$ cat config.mk
export PLATFORM = sky130hd
export DESIGN_NAME = uart_tx_buffered
export DESIGN_NICKNAME = d
export VERILOG_FILES = /design/src/rtl/uart_tx_buffered.sv
export SDC_FILE = /design/constraint.sdc
export NUM_CORES = 1
export LEC_CHECK = 0
export CAP_MARGIN = 15
export CORE_MARGIN = 1
export CORE_UTILIZATION = 45
export CTS_BUF_LIST = sky130_fd_sc_hd__clkbuf_2
export CTS_CLUSTER_DIAMETER = 150
export DETAILED_ROUTE_END_ITERATION = 6
export SYNTH_ARGS = -nofsm -noshare
export SYNTH_HDL_FRONTEND = slang
export SYNTH_SLANG_ARGS = --single-unit
$ cat constraint.sdc
create_clock -name clk_50mhz -period 9.43 [get_ports clk_50mhz]
set_input_delay 1.886 -clock clk_50mhz [delete_from_list [all_inputs] [get_ports clk_50mhz]]
set_output_delay 1.886 -clock clk_50mhz [all_outputs]
set_load 0.005 [all_outputs]
$ cat src/rtl/uart_tx_buffered.sv
// Buffered 8N1 UART transmitter: a 2^FIFO_AW-deep byte FIFO feeds a 16x-oversampled serializer.
// Latency: write-to-start-bit is 2 clocks when the FIFO is empty and the line is idle.
// Backpressure: none; a write while full is dropped and the sticky overflow flag is set.
//
// Ports:
//   clk_50mhz, rst      system clock, asynchronous active-high reset
//   divisor             clocks per oversample tick (0 behaves as 1), sampled at each pop
//   wr_en, wr_data      single-cycle push strobe and byte
//   full, empty, count  FIFO status
//   overflow            sticky dropped-write flag
//   busy, tx_done       serializer active / one-cycle end-of-stop-bit pulse
//   uart_tx             registered serial line, idle high
module uart_tx_buffered #(
    parameter int FIFO_AW = 4
) (
    input  logic               clk_50mhz,
    input  logic               rst,
    input  logic [15:0]        divisor,
    input  logic               wr_en,
    input  logic [7:0]         wr_data,
    output logic               full,
    output logic               empty,
    output logic [FIFO_AW:0]   count,
    output logic               overflow,
    output logic               busy,
    output logic               tx_done,
    output logic               uart_tx
);

    localparam int DEPTH = 1 << FIFO_AW;
    localparam logic [FIFO_AW:0] DEPTH_C = {1'b1, {FIFO_AW{1'b0}}};

    typedef enum logic [1:0] {
        IDLE  = 2'd0,
        START = 2'd1,
        DATA  = 2'd2,
        STOP  = 2'd3
    } state_t;

    // FIFO storage and bookkeeping
    logic [7:0]         mem_q [DEPTH];
    logic [FIFO_AW-1:0] wptr_q;
    logic [FIFO_AW-1:0] rptr_q;
    logic [FIFO_AW:0]   count_q;
    logic [FIFO_AW:0]   count_d;
    logic               overflow_q;

    // Serializer state
    state_t      state_q;
    logic [7:0]  shift_q;
    logic [2:0]  bit_idx_q;
    logic [15:0] div_l_q;
    logic [15:0] div_cnt_q;
    logic [3:0]  tick_cnt_q;
    logic        tx_q;
    logic        tx_done_q;

    logic        push;
    logic        pop;
    logic [15:0] div_eff;
    logic        tick;
    logic        bit_end;
    logic [15:0] div_cnt_nxt;
    logic [3:0]  tick_cnt_nxt;
    logic        stop_last_nxt;

    assign push    = wr_en && (count_q != DEPTH_C);
    assign pop     = (state_q == IDLE) && (count_q != '0);
    assign div_eff = (divisor == 16'd0) ? 16'd1 : divisor;

    // Oversample tick when the down-counter has reached zero; a bit period
    // ends on the 16th tick.
    assign tick         = (div_cnt_q == 16'd0);
    assign bit_end      = tick && (tick_cnt_q == 4'hF);
    assign div_cnt_nxt  = tick ? (div_l_q - 16'd1) : (div_cnt_q - 16'd1);
    assign tick_cnt_nxt = tick_cnt_q + {3'b000, tick};

    // tx_done is registered, so it is raised one edge early: when the counters
    // about to be loaded describe the final clock of the stop bit.
    assign stop_last_nxt = (state_q == STOP) && !bit_end &&
                           (div_cnt_nxt == 16'd0) && (tick_cnt_nxt == 4'hF);

    always_comb begin
        count_d = count_q;
        case ({push, pop})
            2'b10:   count_d = count_q + 1'b1;
            2'b01:   count_d = count_q - 1'b1;
            default: count_d = count_q;
        endcase
    end

    // Storage needs no reset; discarding contents is done by clearing pointers.
    always_ff @(posedge clk_50mhz) begin
        if (push) begin
            mem_q[wptr_q] <= wr_data;
        end
    end

    always_ff @(posedge clk_50mhz or posedge rst) begin
        if (rst) begin
            wptr_q     <= '0;
            rptr_q     <= '0;
            count_q    <= '0;
            overflow_q <= 1'b0;
        end else begin
            count_q <= count_d;
            if (push) begin
                wptr_q <= wptr_q + 1'b1;
            end
            if (pop) begin
                rptr_q <= rptr_q + 1'b1;
            end
            if (wr_en && !push) begin
                overflow_q <= 1'b1;
            end
        end
    end

    always_ff @(posedge clk_50mhz or posedge rst) begin
        if (rst) begin
            state_q    <= IDLE;
            shift_q    <= 8'h00;
            bit_idx_q  <= 3'd0;
            div_l_q    <= 16'd1;
            div_cnt_q  <= 16'd0;
            tick_cnt_q <= 4'd0;
            tx_q       <= 1'b1;
            tx_done_q  <= 1'b0;
        end else begin
            tx_done_q <= stop_last_nxt;
            case (state_q)
                IDLE: begin
                    tx_q <= 1'b1;
                    if (pop) begin
                        shift_q    <= mem_q[rptr_q];
                        div_l_q    <= div_eff;
                        div_cnt_q  <= div_eff - 16'd1;
                        tick_cnt_q <= 4'd0;
                        bit_idx_q  <= 3'd0;
                        tx_q       <= 1'b0;
                        state_q    <= START;
                    end
                end
                default: begin
                    div_cnt_q  <= div_cnt_nxt;
                    tick_cnt_q <= tick_cnt_nxt;
                    if (bit_end) begin
                        case (state_q)
                            START: begin
                                state_q   <= DATA;
                                bit_idx_q <= 3'd0;
                                tx_q      <= shift_q[0];
                            end
                            DATA: begin
                                if (bit_idx_q == 3'd7) begin
                                    state_q <= STOP;
                                    tx_q    <= 1'b1;
                                end else begin
                                    // Next bit on the line is the one that
                                    // becomes shift[0] after this shift.
                                    shift_q   <= {1'b0, shift_q[7:1]};
                                    bit_idx_q <= bit_idx_q + 3'd1;
                                    tx_q      <= shift_q[1];
                                end
                            end
                            default: begin
                                state_q <= IDLE;
                                tx_q    <= 1'b1;
                            end
                        endcase
                    end
                end
            endcase
        end
    end

    assign full     = (count_q == DEPTH_C);
    assign empty    = (count_q == '0);
    assign count    = count_q;
    assign overflow = overflow_q;
    assign busy     = (state_q != IDLE);
    assign tx_done  = tx_done_q;
    assign uart_tx  = tx_q;

endmodule

After elaboration in Yosys (flattened, before gate mapping)

Memory sizes are Yosys's and may differ from the RTL's.
Index checks and enable logic that the tools add are counted.

Memory bits (writable): 128
Word-level logic and storage cells: 89
Output and inout port bits: 11
Bits of input ports: 27
Memories kept: 1
Register bits: 65

Muxes and demuxes: 29
Reduce and logical (&&, ||, !) cells: 24
Equality and inequality tests: 14
$add $sub $neg: 9

Memories:

| memory | words | width | read ports | clocked after Yosys merged registers in | write ports | RTL line | RTL |
|---|---|---|---|---|---|---|---|
| mem_q  | 16    | 8     | 1          | 0                                       | 1           | 41       | `logic [7:0] mem_q [DEPTH];` |

Operators with widths:

| cell                    | count |
|---|---|
| $mux W16                | 4 |
| $logic_not A16 Y1       | 3 |
| $sub A16 B1 Y16 const B | 3 |
| $mux W8                 | 5 |
| $mux W3                 | 4 |
| $pmux W5 S2             | 1 |
| $add A4 B1 Y4 const B   | 2 |
| $eq A4 B4 Y1 const B    | 2 |
| $mux W2                 | 4 |
| $mux W4                 | 2 |
| $reduce_and A4 Y1       | 2 |
| $reduce_bool A2 Y1      | 4 |
| $logic_and A1 B1 Y1     | 7 |
| $eq A2 B2 Y1 const B    | 3 |
| $mux W1                 | 6 |
| $ne A3 B3 Y1 const B    | 2 |
| $pmux W3 S2             | 1 |
| $add A5 B1 Y5 const B   | 1 |
| $eq A5 B5 Y1 const B    | 1 |
| $logic_not A5 Y1        | 1 |
| $ne A5 B5 Y1 const B    | 1 |
| $reduce_bool A5 Y1      | 1 |
| $sub A5 B1 Y5 const B   | 1 |
| $add A4 B1 Y4           | 1 |
| other kinds (11)        | 14 |

Longest topological paths before layout

Depth in word-level cells: 6
Mapped depth: 16
Mapped depth without buffers: 13

Worst setup path before layout

OpenSTA, ideal clock, no wires.

Path type: input-to-reg
From: input divisor[11]
To: register div_cnt_q[14]
Library setup time: 0.135 ns
Data arrival time: 3.982 ns
Stages: 11
Setup slack: 5.313 ns
Cell sequence: or4_1 nor4_1 a31oi_1 ha_1 nor3b_1 nand2_1 nor4_1 xnor2_1 nand2_1 o211ai_1 o21ai_0

Word-level cells in the longest chain between the ends: 5

Ends and longest elaborated chain:

| element              | RTL line | RTL |
|---|---|---|
| from (decl)          | 18       | `input logic [15:0] divisor,` |
| $logic_not A16 Y1    | 69       | `assign div_eff = (divisor == 16'd0) ? 16'd1 : divisor;` |
| $mux W16 (*)         | 69       |  |
| $sub A16 B1 Y16 (*)  | 137      | `div_cnt_q <= div_eff - 16'd1;` |
| $mux W16 (*)         | 134      | `if (pop) begin` |
| $mux W16 (*)         | 131      | `case (state_q)` |
| to (signal assigned) | 137      |  |
| to (signal assigned) | 145      | `div_cnt_q <= div_cnt_nxt;` |
| to (decl)            | 53       | `logic [15:0] div_cnt_q;` |

Mark *: on every way between the ends. The rest lies on a longest branch, timed or not. The select of a mux whose other input is x is not followed.
A chain may end at the register's enable or synchronous reset.

Final worst setup path

From: register count_q[0], in the netlist count[0]
To: output empty

Word-level cells in the longest chain between the ends: 1

Ends and longest elaborated chain:

| element                | RTL line | RTL |
|---|---|---|
| from (decl)            | 44       | `logic [FIFO_AW:0] count_q;` |
| from (signal assigned) | 106      | `count_q <= count_d;` |
| $logic_not A5 Y1       | 178      | `assign empty = (count_q == '0);` |
| to (decl)              | 22       | `output logic empty,` |

No other way between the ends.

==> results.md <==
- Status: complete, no violations
- Hold EP: overflow$_DFFE_PP0P_
- Syn_nets: 742
- Multi-input logic area: 0.00335 sq mm
- TritonCTS clock tree: built
- Post-Layout Cell Count: 1,004
- Slew @ Worst Pin: 1.02 ns
- Post-CTS sizing: 0
- Filler cells: 1,734
- Crit Path Class: flip-flop to primary output
- P per Cell Area: 191 mW/mm^2
- Reg2reg setup slack: 5.57 ns
- Initial Utilization: 46.4%
- Drt total wl: 20,100 um
- Max cap viols: 0
- Post-DRT Antenna Nets: 0
- Clk Latency, worst-skew pair: 0.77 ns
- CTS max path bufs: 2
- Final setup viols: 0
- Fraction of layout cells with a size suffix above 1: 12.9%
- Post-synth EDFFs: 128
- Die Ht: 144 um
- Worst stage delay on the critical path: 0.62 ns
- Critical path cell sequence: nor4_1 -> nand2b_1 -> buf_4 -> inv_1 -> clkdlybuf4s50_1
- CTS buffer count: 17
- Most used DFF post-synth: edfxtp_1
- TNS Setup: 0 ns
- WP data required: 7.54 ns
- Number of synthesized register bits: 193
- Maximum vdd drop: 0.122 mV
- WP data arrival: 3.12 ns
- Critical path fanouts, max: 25
- Tcrit/Tclk final: 53.0%
- Fin crit period: 5.00 ns
- RSZ-0062 raised after global routing: false
- Post-synth ARST share: 33.7%
- Fmax: 0.200 GHz
- # H-tree levels: 4
- Count leader, synth: edfxtp_1
- Placed cells: 971
- DRC viols: 0
- Yosys warns: 0
- CP max-delay cell: clkdlybuf4s50_1
- # IOs: 38
- Reg2reg path depth: 12
- Setup repair bufs after CTS: 0
- CP Capture Type: primary output
- Relative slew slack: 31.9%
- Detailed placer's ending HPWL: 14,100 um
- Largest net degree at the start of global routing: 56
- DR pass1 iterations: 5
- GR Util All Layers: 21.2%
- Clock root buffer: clkbuf_2
- Syn Inst Count: 693
- Leak pwr: 0.00373 uW
- Synth cell types: 72
- Starting DRT DRC Count: 507
- Syn_area_per_cell: 13.1 sq um
- Hold_ws: 0.505 ns
- Post-CTS Hold Fix Bufs: 0
- CP startpoint kind: flip-flop
- Final nets: 774
- Reg2reg end: tx_done$_DFF_PP0_
- Initial antenna violation count: 1
- Die ar.: 0.0208 sq mm
- Final setup skew: 0.0512 ns
- Port Buffers: 37
- Synth area leader: edfxtp_1
- Area after DPL: 0.00970 sq mm
- Placement Rows: 51
- Syn Std Cell Area: 0.00908 sq mm
- Commonest cells in the netlist: 128 x edfxtp_1, 88 x nand2_1, 63 x dfrtp_1, 44 x o21ai_0, 34 x nor2_1
- Fin. Hold Viols: 0
- Post-layout util: 50.9%
- RR Startpoint: div_cnt_q[7]$_DFFE_PP0P_
- Register area: 0.00547 sq mm
- CTS clock-pin slew for the worst setup and hold paths: 0.32 ns
- Grt ovf: 0
- Yosys top cell area share: 42.3%
- Area delta synth->final: 9.89%
- Via-to-Cell Ratio: 5.78
- Register area share after synthesis: 60.3%
- Final Cell Area: 0.00998 sq mm
- Main area contributors after synthesis: edfxtp_1 42%, dfrtp_1 17%, mux4_2 6.9%, nand2_1 3.6%, ha_1 2.9%
- Global-route wire length before repair: 32,300 um
- Vias after detailed routing: 5,807
- Placer Congestion: 0.838
- Die span in x: 144 um
- Hold Path Class: flip-flop to flip-flop
- Core area: 0.0196 sq mm
- Min-delay src: overflow$_DFFE_PP0P_
- Routed len/inst: 20.0 um
- Worst Hold Depth: 1
- Clock Sinks: 193
- Number of global-route vias before repair: 5,747
- Slew Viols, Final: 0
==> stage by stage <==
step	setup slack (ns)	total power, uW
after global placement	4.58	1480
after global routing	4.16	2010
after CTS	4.34	1920
final	4.43	1900
after floorplan	5.31	1350
after detailed placement	4.36	1500
==> critical path, delay by kind of cell, from the launching register on <==
kind	cells	cell delay [ns]
buffers and inverters	3	1.30
and+or+nand+nor	2	0.53
DFF	1	0.50
==> cells in the final DEF, fill, tap and decap left out, types with 4 or more instances in the layout <==
| cell | Yosys | final |
|---|---|---|
| inv_1 | 22 | 21 |
| nor4_1 | 6 | 6 |
| nand2b_1 | 4 | 4 |
| mux4_2 | 28 | 28 |
| o211ai_1 | 11 | 11 |
| buf_4 | 0 | 11 |
| ha_1 | 21 | 21 |
| clkdlybuf4s50_1 | 0 | 37 |
| nor2_1 | 34 | 34 |
| nor3_1 | 19 | 19 |
| o31ai_1 | 4 | 4 |
| a31oi_1 | 7 | 7 |
| clkbuf_2 | 0 | 18 |
| clkinv_8 | 0 | 8 |
| nand4_1 | 4 | 4 |
| edfxtp_1 | 128 | 128 |
| inv_6 | 0 | 4 |
| a211oi_1 | 4 | 4 |
| xor2_1 | 15 | 15 |
| xnor2_1 | 17 | 17 |
| nand2_1 | 88 | 88 |
| or3_1 | 4 | 4 |
| a21oi_1 | 19 | 19 |
| a21o_1 | 4 | 4 |
| o21ai_0 | 44 | 44 |
| o21ai_1 | 4 | 4 |
| dfrtp_1 | 63 | 62 |
| a221oi_1 | 9 | 9 |
| and2_1 | 4 | 4 |
| nand3_1 | 12 | 12 |
| mux2i_1 | 22 | 22 |
| a22oi_1 | 4 | 4 |
==> power breakdown <==
| group | switching, uW | total, uW | leakage (uW) | internal (uW) |
|---|---|---|---|---|
| logic | 223 | 376 | 0.00163 | 153 |
| registers | 97.6 | 1110 | 0.00194 | 1010 |
| clock network | 327 | 422 | 0.000158 | 95.0 |
==> flip-flops by register name, summed over array words and instances (netlist names), 2 cells and up <==
| register | flops |
|---|---|
| count | 5 |
| shift_q | 8 |
| state_q | 2 |
| div_cnt_q | 16 |
| div_l_q | 16 |
| bit_idx_q | 3 |
| wptr_q | 4 |
| tick_cnt_q | 4 |
| rptr_q | 4 |
| mem_q | 128 |
==> layer usage <==
layer  track usage [%]  vias to the layer above  share of wire (%)
met1              31.0                     2935                 47
met2              32.7                      187                 47
met4              4.87                        0               0.81
li1                  -                     2673                  -
met5                 0                        -                  0
met3              4.24                       12                5.4
==> worst max-delay path by stage <==
stage	start	to	slack [ns]	depth (start not counted)
floorplan	divisor[11]	div_cnt_q[14]$_DFFE_PP0P_	5.31	11
global placement	divisor[9]	div_cnt_q[14]$_DFFE_PP0P_	4.58	12
detailed placement	divisor[9]	div_cnt_q[14]$_DFFE_PP0P_	4.36	12
CTS	count[0]$_DFFE_PP0P_	empty	4.34	5
global route	count[0]$_DFFE_PP0P_	empty	4.16	5
finish	count[0]$_DFFE_PP0P_	empty	4.43	5
==> cell type report <==
type | count | share of cell area (%)
Clock inverter | 14 | 1.86
Timing Repair Buffer | 48 | 4.54
Inverter | 24 | 0.903
Antenna cell | 1 | 0.0251
Tap cell | 265 | 3.32
Multi-Input combinational cell | 441 | 33.6
Clock buffer | 18 | 0.903
Sequential cell | 193 | 54.9
==> cell families after synthesis <==
family / share of synthesized area, %
compound gates: 9.91
xor+xnor: 3.09
fa+ha+maj: 3.11
buf+inv: 2.81
flops: 60.3
mux: 9.62
simple gates: 11.2
Note: power is estimated with default switching activity, not from simulation.
